## src/rtl/reservation_station_mc_pkg.sv

```systemverilog
// Shared fcpu back-end widths and the CDB broadcast record.
// Operand slot type is width-fixed here; entry layout lives with the station.
package reservation_station_mc_pkg;
  localparam int RSV_ID_W = 4;
  localparam int INSTR_W  = 8;
  localparam int DATA_W   = 16;
  localparam int CDB_W    = RSV_ID_W + DATA_W;

  typedef struct packed {
    logic [RSV_ID_W-1:0] rsv_id;
    logic [DATA_W-1:0]   data;
  } cdb_t;

  typedef struct packed {
    logic                filled;
    logic [RSV_ID_W-1:0] rsv_id;
    logic [DATA_W-1:0]   data;
  } opnd_t;

  function automatic logic tag_hit(input logic vld, input cdb_t bus, input logic [RSV_ID_W-1:0] tag);
    return vld && (bus.rsv_id == tag);
  endfunction
endpackage

```

## src/rtl/reservation_station_mc_if.sv

```systemverilog
// Dispatch, issue, CDB and flush signals of the reservation station.
// master = dispatch/FU/CDB side, slave = the station itself.
interface reservation_station_mc_if #(
  parameter int N_OPERANDS   = 2,
  parameter int N_STATIONS_W = 3,
  parameter int N_CDB        = 2
);
  import reservation_station_mc_pkg::*;

  localparam int IN_W  = RSV_ID_W + INSTR_W + N_OPERANDS * CDB_W;
  localparam int OUT_W = RSV_ID_W + INSTR_W + N_OPERANDS * DATA_W;

  logic                    i_valid;
  logic                    i_ordered;
  logic [IN_W-1:0]         i_data;
  logic [N_OPERANDS-1:0]   i_filled;
  logic                    i_ready;
  logic                    o_valid;
  logic [OUT_W-1:0]        o_data;
  logic                    o_ready;
  logic [N_CDB-1:0]        cdb_valid;
  logic [N_CDB*CDB_W-1:0]  cdb;
  logic                    flush;
  logic [N_STATIONS_W:0]   o_count;

  modport master (
    output i_valid, i_ordered, i_data, i_filled, o_ready, cdb_valid, cdb, flush,
    input  i_ready, o_valid, o_data, o_count
  );

  modport slave (
    input  i_valid, i_ordered, i_data, i_filled, o_ready, cdb_valid, cdb, flush,
    output i_ready, o_valid, o_data, o_count
  );
endinterface

```

## src/rtl/reservation_station_mc_picker.sv

```systemverilog
// Combinational oldest-first picker: grants the ready entry that has no older ready entry.
// older[i][j] = entry j is older than entry i; the matrix is a total order over valid entries.
module rsv_age_picker #(
  parameter int N = 8
) (
  input  logic [N-1:0]         ready,
  input  logic [N-1:0][N-1:0]  older,
  output logic [N-1:0]         grant,
  output logic                 grant_valid
);
  always_comb begin
    grant = '0;
    for (int i = 0; i < N; i++) begin
      grant[i] = ready[i] & ~|(ready & older[i]);
    end
  end

  assign grant_valid = |ready;
endmodule

```

## src/rtl/reservation_station_mc.sv

```systemverilog
// Age-ordered multi-CDB reservation station; issues the oldest ready entry, ordered entries in order.
// Insert/wake at t -> issue request at t+1; o_valid holds under o_ready=0; i_ready drops only when full.
module reservation_station_mc
  import reservation_station_mc_pkg::*;
#(
  parameter int N_OPERANDS   = 2,
  parameter int N_STATIONS_W = 3,
  parameter int N_CDB        = 2
) (
  input logic                     clk,
  input logic                     nrst,
  reservation_station_mc_if.slave bus
);
  localparam int N     = 1 << N_STATIONS_W;
  localparam int OUT_W = RSV_ID_W + INSTR_W + N_OPERANDS * DATA_W;

  typedef struct packed {
    logic                           ordered;
    logic [RSV_ID_W-1:0]            rob_id;
    logic [INSTR_W-1:0]             opcode;
    opnd_t [N_OPERANDS-1:0]         ops;
  } entry_t;

  entry_t                 ent_q [N];
  entry_t                 ent_d [N];
  entry_t                 new_ent;
  entry_t                 sel_ent;
  logic [N-1:0]           valid_q, valid_d;
  logic [N-1:0][N-1:0]    older_q, older_d;
  logic [N_STATIONS_W:0]  count_q, count_d;

  logic [N-1:0]           ordered_vec, all_filled, ready, grant;
  logic                   grant_vld;
  logic                   has_free, ins_fire, out_vld, issue_fire;
  logic [N_STATIONS_W-1:0] ins_idx;
  logic [OUT_W-1:0]       out_dat;
  cdb_t [N_CDB-1:0]       cdb_bus;

  assign cdb_bus = bus.cdb;

  // Lowest-index bus wins when several broadcast the same tag.
  function automatic opnd_t capture(input opnd_t op, input logic [N_CDB-1:0] v, input cdb_t [N_CDB-1:0] b);
    opnd_t r;
    r = op;
    if (!op.filled) begin
      for (int c = N_CDB - 1; c >= 0; c--) begin
        if (tag_hit(v[c], b[c], op.rsv_id)) begin
          r.filled = 1'b1;
          r.data   = b[c].data;
        end
      end
    end
    return r;
  endfunction

  always_comb begin
    ordered_vec = '0;
    all_filled  = '1;
    for (int i = 0; i < N; i++) begin
      ordered_vec[i] = ent_q[i].ordered;
      for (int o = 0; o < N_OPERANDS; o++) begin
        if (!ent_q[i].ops[o].filled) all_filled[i] = 1'b0;
      end
    end
  end

  // An ordered entry waits for every older valid ordered entry, ready or not.
  always_comb begin
    ready = '0;
    for (int i = 0; i < N; i++) begin
      ready[i] = valid_q[i] & all_filled[i] &
                 (~ent_q[i].ordered | ~|(valid_q & ordered_vec & older_q[i]));
    end
  end

  rsv_age_picker #(.N(N)) u_picker (
    .ready       (ready),
    .older       (older_q),
    .grant       (grant),
    .grant_valid (grant_vld)
  );

  assign has_free   = ~&valid_q;
  assign out_vld    = grant_vld & ~bus.flush & ~nrst;
  assign issue_fire = out_vld & bus.o_ready;
  assign ins_fire   = bus.i_valid & has_free & ~bus.flush & ~nrst;

  always_comb begin
    ins_idx = '0;
    for (int i = N - 1; i >= 0; i--) begin
      if (!valid_q[i]) ins_idx = N_STATIONS_W'(i);
    end
  end

  always_comb begin
    new_ent         = '0;
    new_ent.ordered = bus.i_ordered;
    new_ent.opcode  = bus.i_data[N_OPERANDS*CDB_W +: INSTR_W];
    new_ent.rob_id  = bus.i_data[N_OPERANDS*CDB_W+INSTR_W +: RSV_ID_W];
    for (int o = 0; o < N_OPERANDS; o++) begin
      new_ent.ops[o].filled = bus.i_filled[o];
      new_ent.ops[o].rsv_id = bus.i_data[o*CDB_W+DATA_W +: RSV_ID_W];
      new_ent.ops[o].data   = bus.i_data[o*CDB_W +: DATA_W];
      new_ent.ops[o]        = capture(new_ent.ops[o], bus.cdb_valid, cdb_bus);
    end
  end

  always_comb begin
    valid_d = valid_q;
    older_d = older_q;
    for (int i = 0; i < N; i++) begin
      ent_d[i] = ent_q[i];
      if (valid_q[i]) begin
        for (int o = 0; o < N_OPERANDS; o++) begin
          ent_d[i].ops[o] = capture(ent_q[i].ops[o], bus.cdb_valid, cdb_bus);
        end
      end
    end
    if (issue_fire) valid_d = valid_d & ~grant;
    // New entry is younger than everything currently held.
    if (ins_fire) begin
      valid_d[ins_idx] = 1'b1;
      ent_d[ins_idx]   = new_ent;
      older_d[ins_idx] = valid_q;
      for (int i = 0; i < N; i++) older_d[i][ins_idx] = 1'b0;
    end
    if (bus.flush) valid_d = '0;
  end

  always_comb begin
    count_d = '0;
    for (int i = 0; i < N; i++) count_d = count_d + (N_STATIONS_W+1)'(valid_d[i]);
  end

  always_comb begin
    sel_ent = '0;
    for (int i = 0; i < N; i++) begin
      if (grant[i]) sel_ent = ent_q[i];
    end
    out_dat = '0;
    if (out_vld) begin
      out_dat[N_OPERANDS*DATA_W +: INSTR_W]          = sel_ent.opcode;
      out_dat[N_OPERANDS*DATA_W+INSTR_W +: RSV_ID_W] = sel_ent.rob_id;
      for (int o = 0; o < N_OPERANDS; o++) out_dat[o*DATA_W +: DATA_W] = sel_ent.ops[o].data;
    end
  end

  always_ff @(posedge clk) begin
    if (nrst) begin
      valid_q <= '0;
      older_q <= '0;
      count_q <= '0;
      for (int i = 0; i < N; i++) ent_q[i] <= '0;
    end else begin
      valid_q <= valid_d;
      older_q <= older_d;
      count_q <= count_d;
      for (int i = 0; i < N; i++) ent_q[i] <= ent_d[i];
    end
  end

  assign bus.i_ready = has_free & ~nrst;
  assign bus.o_valid = out_vld;
  assign bus.o_data  = out_dat;
  assign bus.o_count = nrst ? '0 : count_q;
endmodule

```

## src/flat_wrapper.sv

```systemverilog
// flat-port wrapper written by rule: the top's interface ports become plain ports
module reservation_station_mc_flat import reservation_station_mc_pkg::*;
#(
  parameter int N_OPERANDS   = 2,
  parameter int N_STATIONS_W = 3,
  parameter int N_CDB        = 2
)
  (clk, nrst, bus_i_valid, bus_i_ordered, bus_i_data, bus_i_filled, bus_o_ready, bus_cdb_valid, bus_cdb, bus_flush, bus_i_ready, bus_o_valid, bus_o_data, bus_o_count);
  reservation_station_mc_if #(.N_OPERANDS(N_OPERANDS), .N_STATIONS_W(N_STATIONS_W), .N_CDB(N_CDB)) bus_i ();
  input logic clk;
  input logic nrst;
  input wire logic [$bits(bus_i.i_valid)-1:0] bus_i_valid;
  input wire logic [$bits(bus_i.i_ordered)-1:0] bus_i_ordered;
  input wire logic [$bits(bus_i.i_data)-1:0] bus_i_data;
  input wire logic [$bits(bus_i.i_filled)-1:0] bus_i_filled;
  input wire logic [$bits(bus_i.o_ready)-1:0] bus_o_ready;
  input wire logic [$bits(bus_i.cdb_valid)-1:0] bus_cdb_valid;
  input wire logic [$bits(bus_i.cdb)-1:0] bus_cdb;
  input wire logic [$bits(bus_i.flush)-1:0] bus_flush;
  output wire logic [$bits(bus_i.i_ready)-1:0] bus_i_ready;
  output wire logic [$bits(bus_i.o_valid)-1:0] bus_o_valid;
  output wire logic [$bits(bus_i.o_data)-1:0] bus_o_data;
  output wire logic [$bits(bus_i.o_count)-1:0] bus_o_count;
  assign bus_i.i_valid = bus_i_valid;
  assign bus_i.i_ordered = bus_i_ordered;
  assign bus_i.i_data = bus_i_data;
  assign bus_i.i_filled = bus_i_filled;
  assign bus_i.o_ready = bus_o_ready;
  assign bus_i.cdb_valid = bus_cdb_valid;
  assign bus_i.cdb = bus_cdb;
  assign bus_i.flush = bus_flush;
  assign bus_i_ready = bus_i.i_ready;
  assign bus_o_valid = bus_i.o_valid;
  assign bus_o_data = bus_i.o_data;
  assign bus_o_count = bus_i.o_count;
  reservation_station_mc #(.N_OPERANDS(N_OPERANDS), .N_STATIONS_W(N_STATIONS_W), .N_CDB(N_CDB)) u_core (.clk(clk), .nrst(nrst), .bus(bus_i));
endmodule
```

## config.mk

```make
export PLATFORM = sky130hd
export DESIGN_NAME = reservation_station_mc_flat
export DESIGN_NICKNAME = d
export VERILOG_FILES = /design/src/rtl/reservation_station_mc_pkg.sv /design/src/rtl/reservation_station_mc_if.sv /design/src/rtl/reservation_station_mc_picker.sv /design/src/rtl/reservation_station_mc.sv /design/src/flat_wrapper.sv
export SDC_FILE = /design/constraint.sdc
export NUM_CORES = 2
export LEC_CHECK = 0
export CAP_MARGIN = 30
export CORE_ASPECT_RATIO = 0.8
export CORE_MARGIN = 2
export CORE_UTILIZATION = 49
export CTS_CLUSTER_SIZE = 20
export DETAILED_ROUTE_END_ITERATION = 12
export DONT_BUFFER_PORTS = 1
export GPL_TIMING_DRIVEN = 0
export SYNTH_ARGS = -nofsm -noshare
export SYNTH_HDL_FRONTEND = slang
export SYNTH_SLANG_ARGS = --single-unit
```

## constraint.sdc

```tcl
create_clock -name clk -period 10.86 [get_ports clk]
set_clock_uncertainty 0.15 [all_clocks]
set_input_delay 2.715 -clock clk [delete_from_list [all_inputs] [get_ports clk]]
set_output_delay 2.715 -clock clk [all_outputs]
set_load 0.05 [all_outputs]
```

==> reports/summary.txt <==
Status: finished, final reports clean
Yosys top cell area share: 34.7%
CTS Sinks: 516
Number of global-route vias before repair: 30007
Seq/Total Area, Yosys: 34.7%
DR vias/cell: 6.85
Slowest CP cell: a22oi_1
Initial core utilization: 49.8%
Remaining global-route overflow: 0
Cells on worst reg2reg path: 20
Crit. End Element: output pin
Dpl hpwl: 113000 um
Number of synthesized flops with an enable pin: 0
Max-Cap Viols: 0
Worst path arrival time: 6.66 ns
Max clock buf depth: 3
Syn_area_per_cell: 7.62 um^2
Hold Path Stages: 2
CP startpoint: nrst
Placed cell count: 4723
Wire length per cell: 31.9 um
Clock power share: 46.7%
CP max stage delay: 0.99 ns
PwrDens: 130 nW/um^2
Final Cell Area: 33200 um^2
Synth Warn #: 0
Clock slew at reported path FFs: 0.06 ns
Synth area leaders: dfxtp_1 (35%), nand2_1 (8.5%), o22ai_1 (6.0%)
Final setup fails: 0
Max H-tree Level: 2
Routed Wire Length: 154000 um
Hold Vio Cnt, Final: 0
Final core utilization: 55.4%
Port bufs: 0
Ys flop type: dfxtp_1
Cell taking the most area after synthesis: dfxtp_1
First-pass GRT wire length: 216000 um
Clock latency on the worst-skew pair: 0.65 ns
Tot Pwr: 4.30 mW
Combinational power share: 8.8%
Cts bufs inserted: 56
Vias: 33222
Die ar.: 62800 um^2
CTS tree: done
Crit path cell chain: clkbuf_1, or2_2, buf_1, a21o_1, nor2_2, buf_2, o2111ai_1, a22oi_1
Final worst slack: 1.33 ns
Setup TNS: 0 ns
CP delay by family, top: compound AO/OA/AOI/OAI gates
#FFs+latches synth: 516
Most frequent cell after synthesis: nand2_1
Fmax achieved: 105 MHz
Clock period minus worst slack: 9.53 ns
Synthesized cell area: 29800 um^2
Internal power: 3.11 mW
DP Worst Slack: 1.62 ns
Crit Path Category: input port to output pin
Layout area overhead: 11.3%
Synth top cells by count: nand2_1 (678), dfxtp_1 (516), clkbuf_1 (309)
Largest net degree at the start of global routing: 15
Post-CTS Hold Buffers: 0
Root buffer cell: clkbuf_16
Worst Max-Slew Pin Slew: 1.17 ns
Worst reg2reg path startpoint: u_core.valid_q[4]
Die X: 280 um
DRT Pass-1 Iters: 7
Post-synthesis cell type count: 63
Fin nets: 4119
Synth Instances: 3908
Final Max Tran Viols: 0
Site Rows: 80
Async set-reset flop share out of synthesis: 0%
DR DRC count: 0
Fraction of layout cells with a size suffix above 1: 7.93%
Flop2flop setup slack: 3.77 ns
Hold/Removal Path Class: flop to flop
Routed Antenna Nets: 0
I/O pins: 152
Die H: 225 um
CORE AREA: 59900 um^2
Static Leak: 12.0 nW
Peak supply drop: 0.113 mV
Crit-path max FO: 10
Routability cong.: 1.06
WHS: 0.320 ns
Post-CTS Setup Bufs: 0
Syn_nets: 4017
CP Buf/Inv Count: 3
Crit path depth: 8
DP Area: 31200 um^2
Sequential share of power: 44.5%
Min-delay src: u_core.older_q[27]
Total GRT Usage: 47.6%
Startpoint Class: input port
Req. time, crit path: 8.00 ns
Slew Limit Headroom: 22.1%
Initial antenna violation count: 17
Period utilisation layout: 87.7%
Initial DRC Count: 6524
NetSw: 1.19 mW
Unrepaired setup endpoints after global routing: false
Sw frac: 27.7%
Post_cts resized: 0
Finished Layout Cells: 4847
## power groups by stage
stage | Combinational [mW] | Clock (mW) | Sequential (mW)
detailed placement | 0.349 | 0 | 1.96
CTS | 0.350 | 1.98 | 1.91
global placement | 0.337 | 0 | 1.96
finish | 0.380 | 2.01 | 1.92
floorplan | 0.197 | 0 | 1.95
global route | 0.380 | 2.06 | 1.92
## per-layer routing
layer,GRT usage [%],share of wire [%],routed length (um),vias up
li1,-,-,-,14081
met1,65.3,39,60500,15635
met2,63.6,38,58300,2971
met3,19.3,17,26600,531
met4,23.6,5.9,9060,4
met5,0,0.019,29,-
## placed cells by master, fill, tap and decap left out, types with 59 or more instances in the layout
cell type	count
a21oi_1	247
nor2_1	274
and2_1	60
nor3_1	67
o22ai_1	288
clkbuf_1	323
nand3b_1	177
xor2_1	108
dfxtp_1	516
o21ai_0	138
mux2i_1	127
inv_1	65
and3_1	59
nand2_1	678
## final cells by class
cell class                      count  area [um^2]
Antenna cell                       10         25.0
Buffer                            427         1790
Clock buffer                       85         1670
Clock inverter                     21          173
Fill cell                        5990        26700
Inverter                           65          244
Multi-Input combinational cell   2900        17500
Sequential cell                   516        10300
Tap cell                          779          975
Timing Repair Buffer               44          493
## logic make-up after synthesis
family / Yosys count / synth area share [%]
AO/OA/AOI/OAI: 1030 / 23.1
XOR/XNOR: 145 / 4.26
adder cells (fa/ha/maj): 7 / 0.395
buffers and inverters: 492 / 6.83
flip-flops: 516 / 34.7
multiplexers: 162 / 5.59
AND/OR/NAND/NOR: 1556 / 25.2
## worst reg2reg max path, cell delays in order (launching register included)
cell and delay [ns]:
dfxtp_1 0.41, and2_1 0.20, clkbuf_1 0.27, a22o_1 0.32
o31ai_1 0.35, and3_1 0.22, clkbuf_1 0.44, a2111o_1 0.90
buf_6 0.27, clkbuf_1 0.73, nor2_1 0.09, nand2_1 0.09
a21oi_1 0.10, or2_2 0.33, fa_1 0.50, fa_1 0.49
inv_1 0.05, fa_1 0.41, fa_1 0.45, xnor2_1 0.15
nor2_1 0.05
## worst paths after layout
path                         to
min          u_core.older_q[27]
max              bus_o_data[19]
max reg2reg   u_core.count_q[2]
min reg2reg  u_core.older_q[27]
(Power assumes the default switching activity.)
